$ cat src/rtl/adder_share_pkg.sv
// Shared definitions for the time-multiplexed adder scheduler (adder_share_sched).
// Provides id width derivation, response latency and the saturating counter helper.
package adder_share_pkg;

    localparam int RSP_LAT = 2;

    function automatic int id_w(input int cnt);
        return (cnt > 1) ? $clog2(cnt) : 1;
    endfunction

    function automatic logic [15:0] sat_inc16(input logic [15:0] v);
        return (v == 16'hFFFF) ? v : v + 16'd1;
    endfunction

endpackage

$ cat src/rtl/rr_arbiter.sv
// Combinational round-robin arbiter: grants the first requester at or after ptr,
// returning both a one-hot grant vector and the granted index.
module rr_arbiter
    import adder_share_pkg::*;
#(
    parameter  int CNT = 8,
    localparam int IDW = id_w(CNT)
) (
    input  logic [CNT-1:0] req,
    input  logic [IDW-1:0] ptr,
    output logic [CNT-1:0] gnt,
    output logic [IDW-1:0] gnt_id
);

    logic [IDW-1:0] idx;

    // Scan from the far end back toward ptr so the last hit written is the nearest one.
    always_comb begin
        gnt    = '0;
        gnt_id = '0;
        idx    = '0;
        for (int k = CNT - 1; k >= 0; k--) begin
            idx = IDW'((int'(ptr) + k) % CNT);
            if (req[idx]) begin
                gnt      = '0;
                gnt[idx] = 1'b1;
                gnt_id   = idx;
            end
        end
    end

endmodule

$ cat src/rtl/adder_share_sched.sv
// One N-bit adder shared round-robin among CNT requesters, 2-stage pipeline, tagged responses.
// Optional ADDER_SHARE_STATS_EN adds per-requester saturating grant counters on stat_grants.
module adder_share_sched
    import adder_share_pkg::*;
#(
    parameter  int N   = 12,
    parameter  int CNT = 8,
    localparam int IDW = id_w(CNT)
) (
    input  logic             clk,
    input  logic             rst_n,
    input  logic [CNT-1:0]   req_valid,
    output logic [CNT-1:0]   req_ready,
    input  logic [CNT*N-1:0] req_a,
    input  logic [CNT*N-1:0] req_b,
    input  logic [CNT-1:0]   req_cin,
    output logic             rsp_valid,
    input  logic             rsp_ready,
    output logic [IDW-1:0]   rsp_id,
    output logic [N:0]       rsp_sum
`ifdef ADDER_SHARE_STATS_EN
    ,
    output logic [CNT*16-1:0] stat_grants
`endif
);

    typedef struct packed {
        logic [IDW-1:0] id;
        logic [N-1:0]   a;
        logic [N-1:0]   b;
        logic           cin;
    } op_t;

    logic           vld_p0_q, vld_p0_d;
    logic           vld_p1_q, vld_p1_d;
    op_t            op_p0_q, op_p0_d;
    logic [IDW-1:0] rsp_id_q, rsp_id_d;
    logic [N:0]     rsp_sum_q, rsp_sum_d;
    logic [IDW-1:0] rr_ptr_q, rr_ptr_d;

    logic           adv0, adv1, grant;
    logic [CNT-1:0] arb_req, gnt;
    logic [IDW-1:0] gnt_id;

    assign adv1    = !vld_p1_q || rsp_ready;
    assign adv0    = !vld_p0_q || adv1;
    assign arb_req = adv0 ? req_valid : '0;
    assign grant   = |gnt;

    rr_arbiter #(.CNT(CNT)) u_arb (
        .req    (arb_req),
        .ptr    (rr_ptr_q),
        .gnt    (gnt),
        .gnt_id (gnt_id)
    );

    assign req_ready = gnt;

    always_comb begin
        vld_p0_d  = vld_p0_q;
        op_p0_d   = op_p0_q;
        vld_p1_d  = vld_p1_q;
        rsp_id_d  = rsp_id_q;
        rsp_sum_d = rsp_sum_q;
        rr_ptr_d  = rr_ptr_q;
        // S0 -> S1: the shared adder sits on this boundary
        if (adv1) begin
            vld_p1_d = vld_p0_q;
            if (vld_p0_q) begin
                rsp_id_d  = op_p0_q.id;
                rsp_sum_d = {1'b0, op_p0_q.a} + {1'b0, op_p0_q.b} + {{N{1'b0}}, op_p0_q.cin};
            end
        end
        // Requests -> S0
        if (adv0) begin
            vld_p0_d = grant;
        end
        if (grant) begin
            op_p0_d.id  = gnt_id;
            op_p0_d.a   = req_a[gnt_id*N +: N];
            op_p0_d.b   = req_b[gnt_id*N +: N];
            op_p0_d.cin = req_cin[gnt_id];
            rr_ptr_d    = (gnt_id == IDW'(CNT - 1)) ? '0 : gnt_id + IDW'(1);
        end
    end

    always_ff @(posedge clk) begin
        if (!rst_n) begin
            vld_p0_q  <= 1'b0;
            vld_p1_q  <= 1'b0;
            rsp_id_q  <= '0;
            rsp_sum_q <= '0;
            rr_ptr_q  <= '0;
        end else begin
            vld_p0_q  <= vld_p0_d;
            vld_p1_q  <= vld_p1_d;
            rsp_id_q  <= rsp_id_d;
            rsp_sum_q <= rsp_sum_d;
            rr_ptr_q  <= rr_ptr_d;
        end
    end

    // Operand payload is qualified by vld_p0_q, so it needs no reset.
    always_ff @(posedge clk) begin
        op_p0_q <= op_p0_d;
    end

    assign rsp_valid = vld_p1_q;
    assign rsp_id    = rsp_id_q;
    assign rsp_sum   = rsp_sum_q;

`ifdef ADDER_SHARE_STATS_EN
    logic [15:0] grants_q [CNT];
    logic [15:0] grants_d [CNT];

    always_comb begin
        for (int i = 0; i < CNT; i++) begin
            grants_d[i] = gnt[i] ? sat_inc16(grants_q[i]) : grants_q[i];
        end
    end

    always_ff @(posedge clk) begin
        if (!rst_n) begin
            for (int i = 0; i < CNT; i++) begin
                grants_q[i] <= '0;
            end
        end else begin
            grants_q <= grants_d;
        end
    end

    always_comb begin
        stat_grants = '0;
        for (int i = 0; i < CNT; i++) begin
            stat_grants[i*16 +: 16] = grants_q[i];
        end
    end
`endif

endmodule

$ cat config.mk
export PLATFORM = sky130hd
export DESIGN_NAME = adder_share_sched
export DESIGN_NICKNAME = d
export VERILOG_FILES = /design/src/rtl/adder_share_pkg.sv /design/src/rtl/rr_arbiter.sv /design/src/rtl/adder_share_sched.sv
export SDC_FILE = /design/constraint.sdc
export NUM_CORES = 1
export LEC_CHECK = 0
export CAP_MARGIN = 15
export CORE_MARGIN = 5
export CORE_UTILIZATION = 40
export CTS_BUF_LIST = sky130_fd_sc_hd__clkbuf_8
export DETAILED_ROUTE_END_ITERATION = 7
export PLACE_DENSITY = 0.65
export SKIP_CTS_REPAIR_TIMING = 1
export SYNTH_ARGS = -nofsm -noshare
export SYNTH_HDL_FRONTEND = slang
export SYNTH_SLANG_ARGS = --single-unit
$ cat constraint.sdc
create_clock -name clk -period 8.7 [get_ports clk]
set_input_delay 0.87 -clock clk [delete_from_list [all_inputs] [get_ports clk]]
set_output_delay 0.87 -clock clk [all_outputs]
set_load 0.01 [all_outputs]
Word-level counts from Yosys, hierarchy flattened:

Index checks and enable logic that the tools add are counted.

* register bits after elaboration: 49
* output and inout port bits: 25
* logic and storage cells: 106

* add/sub/neg operators: 10
* $mul: 1
* order comparisons: 17
* equality and inequality tests: 1
* shifts and indexed selects: 2
* muxes and demuxes: 52
* reductions and logical operators: 14

Operators by type and width (count)
* variable part select 96 x 8 -> 12 bit: 2
* 2-to-1 mux 8 bit: 9
* less-than comparator 3 x 4 -> 1 bit, second input constant: 9
* binary-select mux 1 bit (select 3 bit): 9
* 2-to-1 mux 3 bit: 9
* demux 1 bit (select 3 bit): 8
* greater-or-equal comparator 3 x 1 -> 1 bit, second input constant: 8
* 2-to-1 mux 1 bit: 17
* adder 12 x 12 -> 13 bit: 1
* adder 13 x 1 -> 13 bit: 1
* adder 3 bit, second input constant: 4
* logical AND 1 bit: 8
* OR reduction 8 bit: 1
* adder 3 x 1 -> 3 bit, second input constant: 2
* adder 3 x 2 -> 3 bit, second input constant: 2
* multiplier 3 x 2 -> 5 bit, second input constant: 1
* == test 3 bit, second input constant: 1
* zero test 1 bit: 2
* logical OR 1 bit: 2
* AND reduction 2 bit: 1

Logic depth before layout (Yosys ltp):

* depth in word-level cells: 16
* depth in mapped cells: 20

Modules after synthesis:

A second synthesis with hierarchy kept.

* cell total of the unflattened synthesis: 499
* area, all modules: 5427.7 sq um

By module, submodules not included
* adder_share_sched: times used 1, cells each 286, area each 3861.2 sq um, sequential area each 1261.2 sq um
* rr_arbiter: times used 1, cells each 213, area each 1566.5 sq um, sequential area each 0.0 sq um

Worst setup path after synthesis:

No wires, ideal clock.

* kind: register to register
* from: register rr_ptr_q[0]
* to: register op_p0_q[0] (netlist name) (enable)
* arrival time: 4.369 ns
* data required time: 8.320 ns
* setup slack: 3.952 ns
* stages on the path, launching flop included: 16
* buffers on the path: 6
* period minus slack after synthesis: 4.748 ns
* path through: dfxtp_1 > buf_6 > buf_4 > inv_1 > clkbuf_1 > clkbuf_1 > clkbuf_1 > ha_1 > xnor2_2 > mux4_2 > buf_6 > a41oi_2 > o211ai_1 > or4_4 > nor3_4 > inv_1

* cells in the longest elaborated chain, start to end: 14
* elaborated cells between the ends (all ways): 72
* classes of those cells: 7 x add/sub; 16 x order compare; 40 x mux; 9 x reduce/logical

Ends and longest elaborated chain
* start, declared: line adder_share_sched.sv:39 `logic [IDW-1:0] rr_ptr_q, rr_ptr_d;`
* start signal, assigned: line adder_share_sched.sv:99 `rr_ptr_q <= rr_ptr_d;`
* adder 3 bit: line rr_arbiter.sv:23 `idx = IDW'((int'(ptr) + k) % CNT);`
* less-than comparator 3 x 4 -> 1 bit (not written as such) / greater-or-equal comparator 3 x 1 -> 1 bit (equally long branches): line rr_arbiter.sv:26 `gnt[idx] = 1'b1;`
* logical AND 1 bit (not written as such): line rr_arbiter.sv:26
* 2-to-1 mux 1 bit (not written as such): line rr_arbiter.sv:26
* demux 1 bit (select 3 bit)
* 2-to-1 mux 8 bit (7 in series): line rr_arbiter.sv:24 `if (req[idx]) begin`
* 2-to-1 mux 8 bit *: line rr_arbiter.sv:24
* net req_ready[4]: line adder_share_sched.sv:13 `output logic [CNT-1:0] req_ready,`
* OR reduction 8 bit *: line adder_share_sched.sv:48 `assign grant = |gnt;`
* net grant: line adder_share_sched.sv:41 `logic adv0, adv1, grant;`
* end signal, assigned: line adder_share_sched.sv:105 `op_p0_q <= op_p0_d;`
* end, declared: line adder_share_sched.sv:36 `op_t op_p0_q, op_p0_d;`

The timed path passes the listed nets; every way through them passes the cells marked *. The select of a mux whose other input is x is not followed.
A chain may end at the register's enable or synchronous reset.

Final worst setup path:

* from: register rr_ptr_q[0]
* to: output port req_ready[4]

* cells in the longest elaborated chain, start to end: 13
* elaborated cells between the ends (all ways): 71
* classes of those cells: 7 x add/sub; 16 x order compare; 40 x mux; 8 x reduce/logical

Ends and longest elaborated chain (line)
* adder 3 bit: rr_arbiter.sv:23
* less-than comparator 3 x 4 -> 1 bit (not written as such) / greater-or-equal comparator 3 x 1 -> 1 bit (equally long branches): rr_arbiter.sv:26
* logical AND 1 bit (not written as such): rr_arbiter.sv:26
* 2-to-1 mux 1 bit (not written as such): rr_arbiter.sv:26
* demux 1 bit (select 3 bit)
* 2-to-1 mux 8 bit (7 in series): rr_arbiter.sv:24
* 2-to-1 mux 8 bit *: rr_arbiter.sv:24
* end, declared: adder_share_sched.sv:13

Mark *: on every way between the ends. The rest lies on a longest branch, timed or not. The select of a mux whose other input is x is not followed.

==> impl_metrics.tcl <==
set metrics [dict create \
    outcome "completed" \
    wl_per_cell_um 24.4 \
    htreeDepth 2 \
    dp.cells 1929 \
    syn_area_um2 11200 \
    die-area_um2 31500 \
    max_freq_mhz 156 \
    antenna_found_initial 4 \
    place_area_um2 13300 \
    finalCriticalPeriod_ns 6.41 \
    slew_headroom_pct 20.9 \
    arrival_ns 5.54 \
    syn_area_per_cell_um2 7.40 \
    cp-start-kind "flop" \
    routabilityCongestion 0.922 \
    stdcell_area_um2 13400 \
    cts_tree "done" \
    synth-seq-cells 49 \
    path_clk_slew_ns 0.10 \
    final_net_count 1790 \
    grt_pass1_vias 12052 \
    grt_max_degree 149 \
    num_vias 13713 \
    rsz0062_at_grt "no" \
    reg2reg_slack_ns 2.32 \
    netlist-cell-type-count 80 \
    max_slew.worst_pin.slew_ns 1.19 \
    hp-start "rsp_id[0]$_SDFFE_PN0P_" \
    worstPathMaxFanout 128 \
    crit_type "reg -> out" \
    routed_wl_mm 47.3 \
    grt_usage_pct 27.8 \
    synth_edf_count 28 \
    start_util_pct 40.5 \
    cts_root_buf "clkbuf_8" \
    die_w_um 177 \
    rr_endpoint "op_p0_q[15]$_DFFE_PP_" \
    numCtsBuffers 5 \
    vias_per_cell 7.08 \
    drtIter0Drc 2346 \
    grt_overflow 0 \
    hold_viol_final 0 \
    maxCapViolations 0 \
    ant_nets 0 \
    coreArea_um2 27700 \
    pin_count 236 \
    r2r_cells 13 \
    holdPathEnd "rsp_id[0]$_SDFFE_PN0P_" \
    final_util_pct 48.5 \
    netlist_instances 1514 \
    rows 61 \
    fin_tns_setup_ns 0 \
    insertion_delay_ns 0.33 \
    drt-pass1-iter-count 6 \
    final_max_slew_viol_count 0 \
    crit_required_ns 7.83 \
    clock_sinks 49 \
    grt_pass1_wl_mm 71.7 \
    synth_ff_type "edfxtp_1" \
    critPathCaptureType "output pin" \
    fin_skew_ns 0.0139 \
    ys_async_sr_fraction_pct 0 \
    ys_seq_area_share_pct 11.2 \
    finalNonFillerCells 1938 \
    hold_depth 2 \
    hold_path.class "reg -> reg" \
    finalCritPeriodShare_pct 73.7 \
    drive_above_1_share_pct 6.16 \
    area_growth_pct 19.8 \
    r2r-start "rr_ptr_q[0]$_SDFFE_PN0P_" \
    yosys_warnings 0 \
    hpwl_mm 31.2 \
    setup_viol_count_final 0 \
    syn-num-nets 1746 \
    drc_errors 0 \
    io_buffer_count 235 \
    cts_buffer_depth 2 \
    die_h_um 177 \
]
layout make-up:
class | instances | area (µm²)
Timing Repair Buffer | 259 | 2540
Sequential cell | 49 | 1260
Tap cell | 378 | 473
Fill cell | 2692 | 14300
Antenna cell | 1 | 2.50
Inverter | 17 | 71.3
Multi-Input combinational cell | 1226 | 8990
Clock inverter | 3 | 16.3
Clock buffer | 5 | 68.8
synth_stat cells, types with 4 or more instances:
library cell    n  share of area (%)
nor3_1        120                5.4
dfxtp_1        21                3.7
buf_1          11               0.37
buf_2          36                1.6
a21boi_0        8               0.54
buf_4           5               0.33
and2_1          9               0.50
and3_1        102                5.7
a21oi_1        27                1.2
o2111a_1      100                 10
o221ai_1        4               0.31
clkbuf_1      164                5.5
and4_1        100                7.8
mux2_4          4               0.54
a211oi_1        7               0.47
o211ai_1      105                7.0
a31oi_1       104                5.8
and2_4          4               0.31
mux2i_1        62                5.5
buf_6           5               0.50
o21ai_0        27                1.2
nand3_1       121                5.4
nand3b_1        4               0.27
mux2_2         26                2.6
mux4_2         12                2.4
xnor2_1         5               0.39
inv_1          15               0.50
nor2_1         31                1.0
edfxtp_1       28                7.5
nand4_1       100                5.6
o31ai_1         5               0.33
ha_1           19                2.1
nand2_1        55                1.8
cells in the final DEF (no fill, tap or decap), drive strengths merged, types with 4 or more instances in the layout:
cell type,count
a211oi,7
a21boi,9
a21oi,29
a31oi,104
and2,13
and3,102
and4,100
buf,24
clkbuf,5
clkdlybuf4s50,235
dfxtp,21
edfxtp,28
ha,19
inv,19
mux2,30
mux2i,62
mux4,12
nand2,55
nand3,121
nand3b,4
nand4,100
nor2,32
nor3,121
o2111a,100
o211ai,105
o21ai,28
o221ai,4
o31ai,5
or2,4
xnor2,6
worst max-delay path, stage by stage, from the launching register on:
cell	delay [ns]
dfxtp_4	0.57
buf_4	0.94
ha_1	0.42
xor2_2	0.15
buf_4	0.26
mux4_4	1.07
buf_4	0.51
a211oi_1	0.34
a41oi_2	0.15
o211ai_1	0.19
clkdlybuf4s50_1	0.59
registers in the layout, indices dropped and copies added (netlist names):
signal     count
rr_ptr_q       3
rsp_sum       13
rsp_valid      1
op_p0_q       28
vld_p0_q       1
rsp_id         3
worst max path at each step:
stage	start	slack (ns)	cells after the start	to
3_3_place_gp	rr_ptr_q[0]$_SDFFE_PN0P_	2.47	13	op_p0_q[15]$_DFFE_PP_
2_1_floorplan	rr_ptr_q[0]$_SDFFE_PN0P_	3.95	15	op_p0_q[0]$_DFFE_PP_
5_1_grt	rr_ptr_q[0]$_SDFFE_PN0P_	2.04	10	req_ready[4]
3_5_place_dp	rr_ptr_q[0]$_SDFFE_PN0P_	2.38	13	op_p0_q[15]$_DFFE_PP_
6_report	rr_ptr_q[0]$_SDFFE_PN0P_	2.29	10	req_ready[4]
4_1_cts	rr_ptr_q[0]$_SDFFE_PN0P_	2.32	10	req_ready[4]
metrics by stage:
stage / hold slack (ns) / setup slack (ns)
final: 0.469 / 2.29
after global routing: 0.501 / 2.04
after CTS: 0.476 / 2.32
after detailed placement: 0.462 / 2.38
after global placement: 0.456 / 2.47
after floorplan: 0.466 / 3.95
logic make-up after synthesis:
logic type | count (synthesis) | share of synthesized area [%]
flops | 49 | 11.3
compound gates | 427 | 30.3
buf+inv | 239 | 8.94
mux | 104 | 11.1
fa+ha+maj | 21 | 2.48
xor+xnor | 9 | 0.837
simple gates | 665 | 35.1
per-layer routing:
layer	GRT usage (%)	wire, µm	vias to the layer above
met2	43.0	21200	898
li1	-	-	6271
met1	41.0	20000	6449
met3	3.73	4720	91
met5	0	21	-
met4	6.35	1330	4
Power is not shown: default switching activity piles up to over one toggle a cycle in this logic, so the estimate is an artifact.
